--- src/rtl/uart_msg_streamer_if.sv ---
// Byte stream handshake between the message streamer and the UART TX serialiser.
// A byte moves on any rising edge where tx_valid and tx_ready are both high.
interface uart_msg_streamer_if #(
    parameter int DATA_W = 8
);
    logic [DATA_W-1:0] tx_data;
    logic              tx_valid;
    logic              tx_ready;

    modport master (output tx_data, output tx_valid, input tx_ready);
    modport slave  (input tx_data, input tx_valid, output tx_ready);
endinterface

--- src/rtl/uart_msg_streamer.sv ---
// Writable message buffer streamed byte by byte into a UART transmitter.
// Supports one-shot and repeat (beacon) modes, and abort at a byte boundary.
module uart_msg_streamer #(
    parameter int                DATA_W    = 8,
    parameter int                DEPTH     = 16,
    parameter int                ADDR_W    = 4,
    parameter logic [DATA_W-1:0] INIT_BYTE = DATA_W'(139)
) (
    input  logic                CLOCK,
    input  logic                RESET_N,
    input  logic                wr_en,
    input  logic [ADDR_W-1:0]   wr_addr,
    input  logic [DATA_W-1:0]   wr_data,
    input  logic [ADDR_W:0]     msg_len,
    input  logic                repeat_mode,
    input  logic                start,
    input  logic                abort,
    uart_msg_streamer_if.master tx,
    output logic                busy,
    output logic                done,
    output logic                aborted,
    output logic [ADDR_W-1:0]   cur_idx
);
    localparam int              LEN_W   = ADDR_W + 1;
    localparam logic [ADDR_W:0] DEPTH_L = LEN_W'(DEPTH);

    typedef enum logic [1:0] {S_IDLE, S_FETCH, S_SEND} state_t;

    state_t            r_state;
    logic [ADDR_W:0]   r_len;
    logic              r_rep;
    logic              r_abort_pend;
    logic [ADDR_W-1:0] r_idx;
    logic [DATA_W-1:0] r_tx_data;
    logic              r_tx_valid;
    logic              r_busy;
    logic              r_done;
    logic              r_aborted;

    // Entries are stored XOR INIT_BYTE so that zero-initialised storage reads back
    // as INIT_BYTE without needing any reset or preload of the array.
    logic [DATA_W-1:0] r_mem [DEPTH];

    logic [DATA_W-1:0] w_rd_data;
    logic [ADDR_W:0]   w_len_clamped;
    logic              w_last;
    logic              w_xfer;
    logic              w_abort;

    assign w_rd_data     = r_mem[r_idx] ^ INIT_BYTE;
    assign w_len_clamped = (msg_len > DEPTH_L) ? DEPTH_L : msg_len;
    assign w_last        = ({1'b0, r_idx} == (r_len - LEN_W'(1)));
    assign w_xfer        = r_tx_valid && tx.tx_ready;
    assign w_abort       = r_abort_pend || abort;

    always_ff @(posedge CLOCK) begin
        if (wr_en && (r_state == S_IDLE)) begin
            r_mem[wr_addr] <= wr_data ^ INIT_BYTE;
        end
    end

    always_ff @(posedge CLOCK or negedge RESET_N) begin
        if (!RESET_N) begin
            r_state      <= S_IDLE;
            r_len        <= '0;
            r_rep        <= 1'b0;
            r_abort_pend <= 1'b0;
            r_idx        <= '0;
            r_tx_data    <= '0;
            r_tx_valid   <= 1'b0;
            r_busy       <= 1'b0;
            r_done       <= 1'b0;
            r_aborted    <= 1'b0;
        end else begin
            r_done <= 1'b0;
            case (r_state)
                S_IDLE: begin
                    if (start) begin
                        if (msg_len == '0) begin
                            r_done <= 1'b1;
                        end else begin
                            r_len        <= w_len_clamped;
                            r_rep        <= repeat_mode;
                            r_idx        <= '0;
                            r_aborted    <= 1'b0;
                            r_abort_pend <= 1'b0;
                            r_busy       <= 1'b1;
                            r_state      <= S_FETCH;
                        end
                    end
                end
                S_FETCH: begin
                    r_tx_data  <= w_rd_data;
                    r_tx_valid <= 1'b1;
                    r_state    <= S_SEND;
                    if (abort) begin
                        r_abort_pend <= 1'b1;
                    end
                end
                S_SEND: begin
                    if (w_xfer) begin
                        // Abort raised in the transfer cycle itself still ends the message here.
                        r_tx_valid   <= 1'b0;
                        r_abort_pend <= 1'b0;
                        if (w_abort) begin
                            r_state   <= S_IDLE;
                            r_busy    <= 1'b0;
                            r_done    <= 1'b1;
                            r_aborted <= 1'b1;
                        end else if (w_last && r_rep) begin
                            r_idx   <= '0;
                            r_state <= S_FETCH;
                        end else if (w_last) begin
                            r_state <= S_IDLE;
                            r_busy  <= 1'b0;
                            r_done  <= 1'b1;
                        end else begin
                            r_idx   <= r_idx + ADDR_W'(1);
                            r_state <= S_FETCH;
                        end
                    end else if (abort) begin
                        r_abort_pend <= 1'b1;
                    end
                end
                default: r_state <= S_IDLE;
            endcase
        end
    end

    assign tx.tx_data  = r_tx_data;
    assign tx.tx_valid = r_tx_valid;
    assign busy        = r_busy;
    assign done        = r_done;
    assign aborted     = r_aborted;
    assign cur_idx     = r_idx;
endmodule

--- src/flat_wrapper.sv ---
// flat-port wrapper written by rule: the top's interface ports become plain ports
module uart_msg_streamer_flat 
#(
    parameter int                DATA_W    = 8,
    parameter int                DEPTH     = 16,
    parameter int                ADDR_W    = 4,
    parameter logic [DATA_W-1:0] INIT_BYTE = DATA_W'(139)
)
  (CLOCK, RESET_N, wr_en, wr_addr, wr_data, msg_len, repeat_mode, start, abort, busy, done, aborted, cur_idx, tx_tx_data, tx_tx_valid, tx_tx_ready);
  uart_msg_streamer_if #(.DATA_W(DATA_W)) tx_i ();
  input  logic CLOCK;
  input  logic RESET_N;
  input  logic wr_en;
  input  logic [ADDR_W-1:0] wr_addr;
  input  logic [DATA_W-1:0] wr_data;
  input  logic [ADDR_W:0] msg_len;
  input  logic repeat_mode;
  input  logic start;
  input  logic abort;
  output logic busy;
  output logic done;
  output logic aborted;
  output logic [ADDR_W-1:0] cur_idx;
  output wire logic [$bits(tx_i.tx_data)-1:0] tx_tx_data;
  output wire logic [$bits(tx_i.tx_valid)-1:0] tx_tx_valid;
  input wire logic [$bits(tx_i.tx_ready)-1:0] tx_tx_ready;
  assign tx_tx_data = tx_i.tx_data;
  assign tx_tx_valid = tx_i.tx_valid;
  assign tx_i.tx_ready = tx_tx_ready;
  uart_msg_streamer #(.DATA_W(DATA_W), .DEPTH(DEPTH), .ADDR_W(ADDR_W), .INIT_BYTE(INIT_BYTE)) u_core (.CLOCK(CLOCK), .RESET_N(RESET_N), .wr_en(wr_en), .wr_addr(wr_addr), .wr_data(wr_data), .msg_len(msg_len), .repeat_mode(repeat_mode), .start(start), .abort(abort), .tx(tx_i), .busy(busy), .done(done), .aborted(aborted), .cur_idx(cur_idx));
endmodule
--- config.mk ---
export PLATFORM = sky130hd
export DESIGN_NAME = uart_msg_streamer_flat
export DESIGN_NICKNAME = d
export VERILOG_FILES = /design/src/rtl/uart_msg_streamer_if.sv /design/src/rtl/uart_msg_streamer.sv /design/src/flat_wrapper.sv
export SDC_FILE = /design/constraint.sdc
export NUM_CORES = 1
export LEC_CHECK = 0
export ABC_CLOCK_PERIOD_IN_PS = 2800
export BUFFER_PORTS_ARGS = -buffer_cell sky130_fd_sc_hd__clkbuf_2
export CAP_MARGIN = 20
export CORE_AREA = 2 2 106 108
export DETAILED_ROUTE_END_ITERATION = 10
export DIE_AREA = 0 0 108 110
export GPL_ROUTABILITY_DRIVEN = 1
export PLACE_DENSITY = 0.78
export SETUP_SLACK_MARGIN = 0.15
export SLEW_MARGIN = 10
export SYNTH_ARGS = -nofsm -noshare
export SYNTH_HDL_FRONTEND = slang
export SYNTH_SLANG_ARGS = --single-unit
--- constraint.sdc ---
create_clock -name CLOCK -period 2.8 [get_ports CLOCK]
set_input_delay 0.42 -clock CLOCK [delete_from_list [all_inputs] [get_ports CLOCK]]
set_output_delay 0.42 -clock CLOCK [all_outputs]
set_load 0.005 [all_outputs]
# Yosys cells after proc, flatten, opt, wreduce, memory -nomap -nowiden
# Memories as Yosys holds them, arrays and structs flattened.
# Index checks and enable logic that the tools add are counted.
classes:
  n_addsub: 2
  n_lt_le_gt_ge: 1
  eq_ne: 11
  n_mux: 41
  bitwise_logic: 3
  reduce_logical: 16
op_table:
  columns: ["op", "count"]
  rows:
  - ["$mux W4", 6]
  - ["$mux W1", 22]
  - ["$reduce_and A6 Y1", 2]
  - ["$mux W2", 5]
  - ["$reduce_and A3 Y1", 3]
  - ["$not A4 Y4", 2]
  - ["$pmux W1 S2", 4]
  - ["$pmux W4 S2", 1]
  - ["$ne A2 B2 Y1 const B", 3]
  - ["$pmux W2 S3", 1]
  - ["$eq A4 B5 Y1", 1]
  - ["$gt A5 B5 Y1 const B", 1]
  - ["$logic_not A5 Y1", 1]
  - ["$mux W5", 1]
  - ["$reduce_and A5 Y1", 1]
  - ["$sub A5 B1 Y5 const B", 1]
  - ["$add A4 B1 Y4 const B", 1]
  - ["$ne A2 B1 Y1 const B", 2]
  - ["$reduce_bool A2 Y1", 2]
  - ["$logic_and A1 B1 Y1", 3]
  - ["$ne A3 B1 Y1 const B", 1]
  - ["$ne A3 B2 Y1 const B", 1]
  - ["$ne A3 B3 Y1 const B", 1]
  - ["$pmux W1 S3", 1]
  - ["7 further kinds", 7]
word_totals:
  reg_bits: 25
  mem_bits_rw: 128
  in_bits: 24
  output_inout_bits: 16
  word_cells: 85
  mem_count: 1
mem_list:
  columns: ["name", "words", "word_bits", "read_ports", "rd_ports_with_merged_regs", "wr", "line", "rtl"]
  rows:
  - ["u_core.r_mem", 16, 8, 1, 0, 1, "uart_msg_streamer.sv:42", "logic [DATA_W-1:0] r_mem [DEPTH];"]

# Depth between registers and ports, before layout
logic_depth:
  depth_word: 7
  mapped_depth: 8
  mapped_depth_nobuf: 8

# Worst setup path before layout
# Ideal clock, no wire load.
synth_path:
  path_kind: "flip-flop to flip-flop"
  start: "reg u_core.r_state[0]"
  end: "mem u_core.r_mem[0][0], enable pin"
  setup_ps: 383
  arrival_ps: 1946
  t_required_ps: 2417
  slack_ps: 471
  path_stages_with_launch: 7
  n_path_buf: 1
  period_less_slack_ps: 2329
  cell_sequence: "dfrtp_1 inv_1 ha_1 clkbuf_1 nand2_1 or3_1 nor3_1"
synth_between:
  elab_chain_len: 4
synth_rtl:
  columns: ["item", "line", "rtl"]
  rows:
  - ["start: declaration", "uart_msg_streamer.sv:29", "state_t r_state;"]
  - ["start signal: assignment", "uart_msg_streamer.sv:64", "r_state <= S_IDLE;"]
  - ["start signal: assignment", "uart_msg_streamer.sv:88", "r_state <= S_FETCH;"]
  - ["start signal: assignment", "uart_msg_streamer.sv:95", "r_state <= S_SEND;"]
  - ["$logic_not A2 Y1", "uart_msg_streamer.sv:57", "if (wr_en && (r_state == S_IDLE)) begin"]
  - ["$logic_and A1 B1 Y1", "uart_msg_streamer.sv:57", null]
  - ["$mux W1", "uart_msg_streamer.sv:57", null]
  - ["$mux W1 (implied by the code)", "uart_msg_streamer.sv:58", "r_mem[wr_addr] <= wr_data ^ INIT_BYTE;"]
  - ["end: declaration", "uart_msg_streamer.sv:42", null]
# Every way passes these cells.

# Final worst setup path
layout_path:
  start: "reg u_core.r_state[1]"
  end: "mem u_core.r_mem[5][2], enable pin"
# The elaborated chain is that of the path after synthesis.

==> results by stage <==
GRT:
- The overall fraction of global-route tracks in use is 0.242.
- The number of antenna violations at the first check in global routing is 0.
- The met3 demand-to-capacity share in global routing is 0.0688.
- The first-pass GRT wire length is ~20 mm.
- For this run the aggregate overflow at the end of global routing stands at 0.
- The pin count of the biggest net entering global routing is 26.
- The routing usage on met2 is 0.399.
- In the global route stage, met1 resource usage came out at 0.321.
- The via count of the first global-routing pass came to 3574.
- The layer with the highest usage after global routing is met2.

Critical path:
- For the worst setup path, the data arrival time is 2.57 ns.
- The highest net fanout along the worst path is 11.
- The critical path capture point type is a register.
- The data required time of the worst path is 2.95 ns.
- STA classifies the critical path startpoint as a register.
- By startpoint and endpoint, the worst setup path is classified as register to register.

CTS:
- TritonCTS built the clock tree.
- The post-CTS setup repair buffer count is 0.
- The clock tree root driver cell is clkbuf_8.
- The clock-pin slew on the worst setup and hold paths is 0.06 ns.
- The clock tree synthesis step divided the H-tree into 4 levels.
- The later-pin clock latency in the skew report is 0.53 ns.
- In this run the deepest clock path goes through 2 buffers.
- Clock tree synthesis inserted a total of 17 buffers.
- The clock drives 153 sinks.

Final layout:
- From synthesis to final layout, the design area changed by 16.1%.
- The diode insertion count for antenna repair is 0.
- The core utilization of the finished layout is 0.688.
- With fillers left out, the area of the finished cells amounts to 7360 um2.
- The register cell area after layout is 4470 um2.
- The multi-input combinational cells in the finished layout cover a total of between 1500 and 2000 um2.
- The net count of the finished layout is 457.
- The layout has 686 filler cells.
- The number of cells in the finished layout apart from fillers is 580.
- The library cells used most frequently in the layout, excluding fill and tap cells, are edfxtp_1 (128), clkbuf_2 (39), mux4_2 (32).
- The fraction of layout instances using a drive strength above 1 is 0.325.
- The most common library cell in the layout ignoring fill and taps is edfxtp_1.

Synthesis:
- The cell area that synthesis handed to floorplanning was around 6300 um2.
- The count of mapped cells out of synthesis is 366.
- A synthesized cell averages 17.3 um2.
- Of the synthesized area, sequential elements account for 0.705.
- The number of synthesized register bits is 153.
- Counting every net in the synthesized netlist gives 396.
- During synthesis, Yosys emitted a total of 0 warnings.
- The number of distinct standard cells referenced by the synthesized netlist is 45.

Pwr:
- The leakage power total is 2.60 nW.
- Of the total power, the clock network draws 0.338.
- Of the total power, registers draw 0.440.
- The relative contribution of combinational cells to total power is 0.222.
- The reported net switching power is 1.85 mW.
- The total power per unit cell area is 885 nW/um2.
- Of the total power, the share spent switching nets is 0.283.
- Internal power comes to 4.67 mW.
- The peak supply drop is 0.649 mV.

Timing:
- The transition time at the pin with the least slew margin is 0.887 ns.
- The hold slack is about 0.12 ns.
- The hold violation total from the final report is 0.
- The final setup violation count is 0.
- In this run the tightest slew margin relative to its limit is 0.408.
- The final critical-path share of the clock period is 0.861.
- The maximum clock frequency is 415 MHz.
- Across the routed clock network, the largest skew measured is 0.00626 ns.
- The final count of pins violating max slew is 0.
- The total negative slack is 0 ns.
- After layout, the minimum clock period comes to 2.41 ns.
- Setup repair after global routing left no endpoint under its margin.

Detailed routing:
- The total length of routed wires is 13.0 mm.
- For this run, the detailed router's first-pass iteration total came to 4.
- The detailed router placed 3529 vias in this run.
- In the routed design, unresolved DRC markers number 0.
- Dividing the detail-routed via count by the number of cells gives 6.08.
- For this block, the initial DRC count from the detailed router was 372.
- The post-route antenna net violation count is 0.
- In the final routed layout, each cell accounts on average for 22.3 um.

Place:
- Once placement completed, the tool counted placed cells totaling approximately 550.
- Detailed placement ended at an HPWL of 8.30 mm.
- The cell area reported after detailed placement is 6770 um2.
- The count of input and output buffers is 39.
- The final weighted congestion in routability-driven placement is ~0.76.

Floorplan:
- The standard cell core area is 10700 um2.
- The I/O pin count is 40.
- The standard-cell row count is 38.
- The floorplan die width is 108 um.
- The die covers 11900 um2.
- The initial standard-cell utilization of the core is 0.593.
- The die span in y is ~110 um.

Run:
- The count of max-cap constraint violations is 0.

Status:
- The flow ran to the end, and the final reports show no timing, DRC or antenna violations.

Worst hold path:
- In this run the worst hold path is classified as input port to register.
[worst max-delay path, stage by stage, from the launching register on]
cell and delay [ns]:
dfrtp_1 0.40, inv_1 0.11, ha_1 0.46, nand2_1 0.15, nor2_1 0.11, nand2_1 0.12, nor2_1 0.69
[power by group through the flow]
stage	combinational, mW	sequential [mW]	clock (mW)
2_1_floorplan	1.10	2.80	0
3_3_place_gp	1.39	2.90	0
3_5_place_dp	1.44	2.92	0
4_1_cts	1.46	2.87	2.23
5_1_grt	1.58	2.90	2.33
6_report	1.44	2.87	2.20
[metrics by stage]
| stage | total power, mW | setup slack [ns] |
|---|---|---|
| after floorplan | 3.90 | 0.471 |
| after global placement | 4.29 | 0.507 |
| after detailed placement | 4.35 | 0.396 |
| after CTS | 6.56 | 0.399 |
| after global routing | 6.81 | 0.212 |
| final | 6.52 | 0.388 |
[metal layers]
metal | vias up | share of wire
li1 | 1549 | -
met1 | 1805 | 0.41
met2 | 158 | 0.52
met3 | 17 | 0.066
met4 | 0 | 0.013
met5 | - | 0
[cell families after synthesis]
kind of cell / count (synthesis) / share of synthesized area
AND/OR/NAND/NOR: 67 / 0.0515
adder cells (fa/ha/maj): 6 / 0.0118
flip-flops: 153 / 0.705
multiplexers: 51 / 0.146
buffers and inverters: 36 / 0.0260
AO/OA/AOI/OAI: 48 / 0.0531
XOR/XNOR: 5 / 0.00691
[area by class of cell]
type	instances	share of cell area
clock buffers	19	0.0586
clock inverters	13	0.0197
inverters	19	0.00969
multi-input cells	177	0.232
flip-flops and latches	153	0.607
well taps	140	0.0238
repair buffers	59	0.0490
[timing repair]
action | 4_1_cts | 5_1_grt
endpoints found under the hold margin | 25 | 0
hold buffers | 1 | 0
resized for setup | 0 | 0
[Yosys cell counts (all sizes together)]
| master | count | area share |
|---|---|---|
| edfxtp | 128 | 0.61 |
| mux2 | 11 | 0.020 |
| nand3 | 3 | 0.0024 |
| o311ai | 1 | 0.0026 |
| and4 | 2 | 0.0034 |
| a21boi | 1 | 0.0012 |
| a21o | 2 | 0.0028 |
| nor2 | 23 | 0.014 |
| o21a | 1 | 0.0012 |
| mux2i | 8 | 0.013 |
| o31ai | 1 | 0.0012 |
| o2bb2ai | 2 | 0.0028 |
| nand4 | 1 | 0.00099 |
| inv | 19 | 0.011 |
| a22o | 1 | 0.0016 |
| xor2 | 2 | 0.0028 |
| nor2b | 2 | 0.0020 |
| nand2 | 17 | 0.010 |
| a31o | 1 | 0.0014 |
| a31oi | 3 | 0.0053 |
| o21ai | 19 | 0.015 |
| dfrtp | 25 | 0.099 |
| ha | 6 | 0.012 |
| a221o | 1 | 0.0016 |
| xnor2 | 3 | 0.0041 |
| a21oi | 5 | 0.0039 |
| nand4b | 1 | 0.0014 |
| clkbuf | 7 | 0.0043 |
| nand3b | 1 | 0.0012 |
| nor3 | 7 | 0.0055 |
| a21bo | 1 | 0.0016 |
| or3 | 1 | 0.00099 |
| nand2b | 8 | 0.0091 |
| o2bb2a | 1 | 0.0016 |
| a22oi | 8 | 0.0095 |
| mux4 | 32 | 0.11 |
| buf | 10 | 0.010 |
| and2 | 1 | 0.00099 |
[sequential cells by signal, indices dropped and copies added, names as in the netlist]
signal,flops
u_core.r_mem,128
u_core.r_abort_pend,1
u_core.tx.tx_data,8
u_core.aborted,1
u_core.done,1
u_core.tx.tx_valid,1
u_core.r_state,2
u_core.busy,1
u_core.r_rep,1
u_core.cur_idx,4
u_core.r_len,5
[path summary, 6_finish.rpt]
kind | start | end | slack [ns] | depth (start not counted)
worst max-delay path | u_core.r_state[1]$_DFFE_PN0P_ | u_core.r_mem[5][2]$_DFFE_PP_ | 0.39 | 6
worst min-delay path | tx_tx_ready | u_core.tx.tx_valid$_DFFE_PN0P_ | 0.12 | 2
worst max register to register | u_core.r_state[1]$_DFFE_PN0P_ | u_core.r_mem[5][2]$_DFFE_PP_ | 0.39 | 6
worst min register to register | u_core.tx.tx_data[4]$_DFFE_PN0P_ | u_core.tx.tx_data[4]$_DFFE_PN0P_ | 0.52 | 2
max in group asynchronous | RESET_N | u_core.cur_idx[0]$_DFFE_PN0P_ | 1.83 | 2
min in group asynchronous | RESET_N | u_core.done$_DFF_PN0_ | 0.47 | 2
No activity file was read; power rests on OpenSTA's default activity.
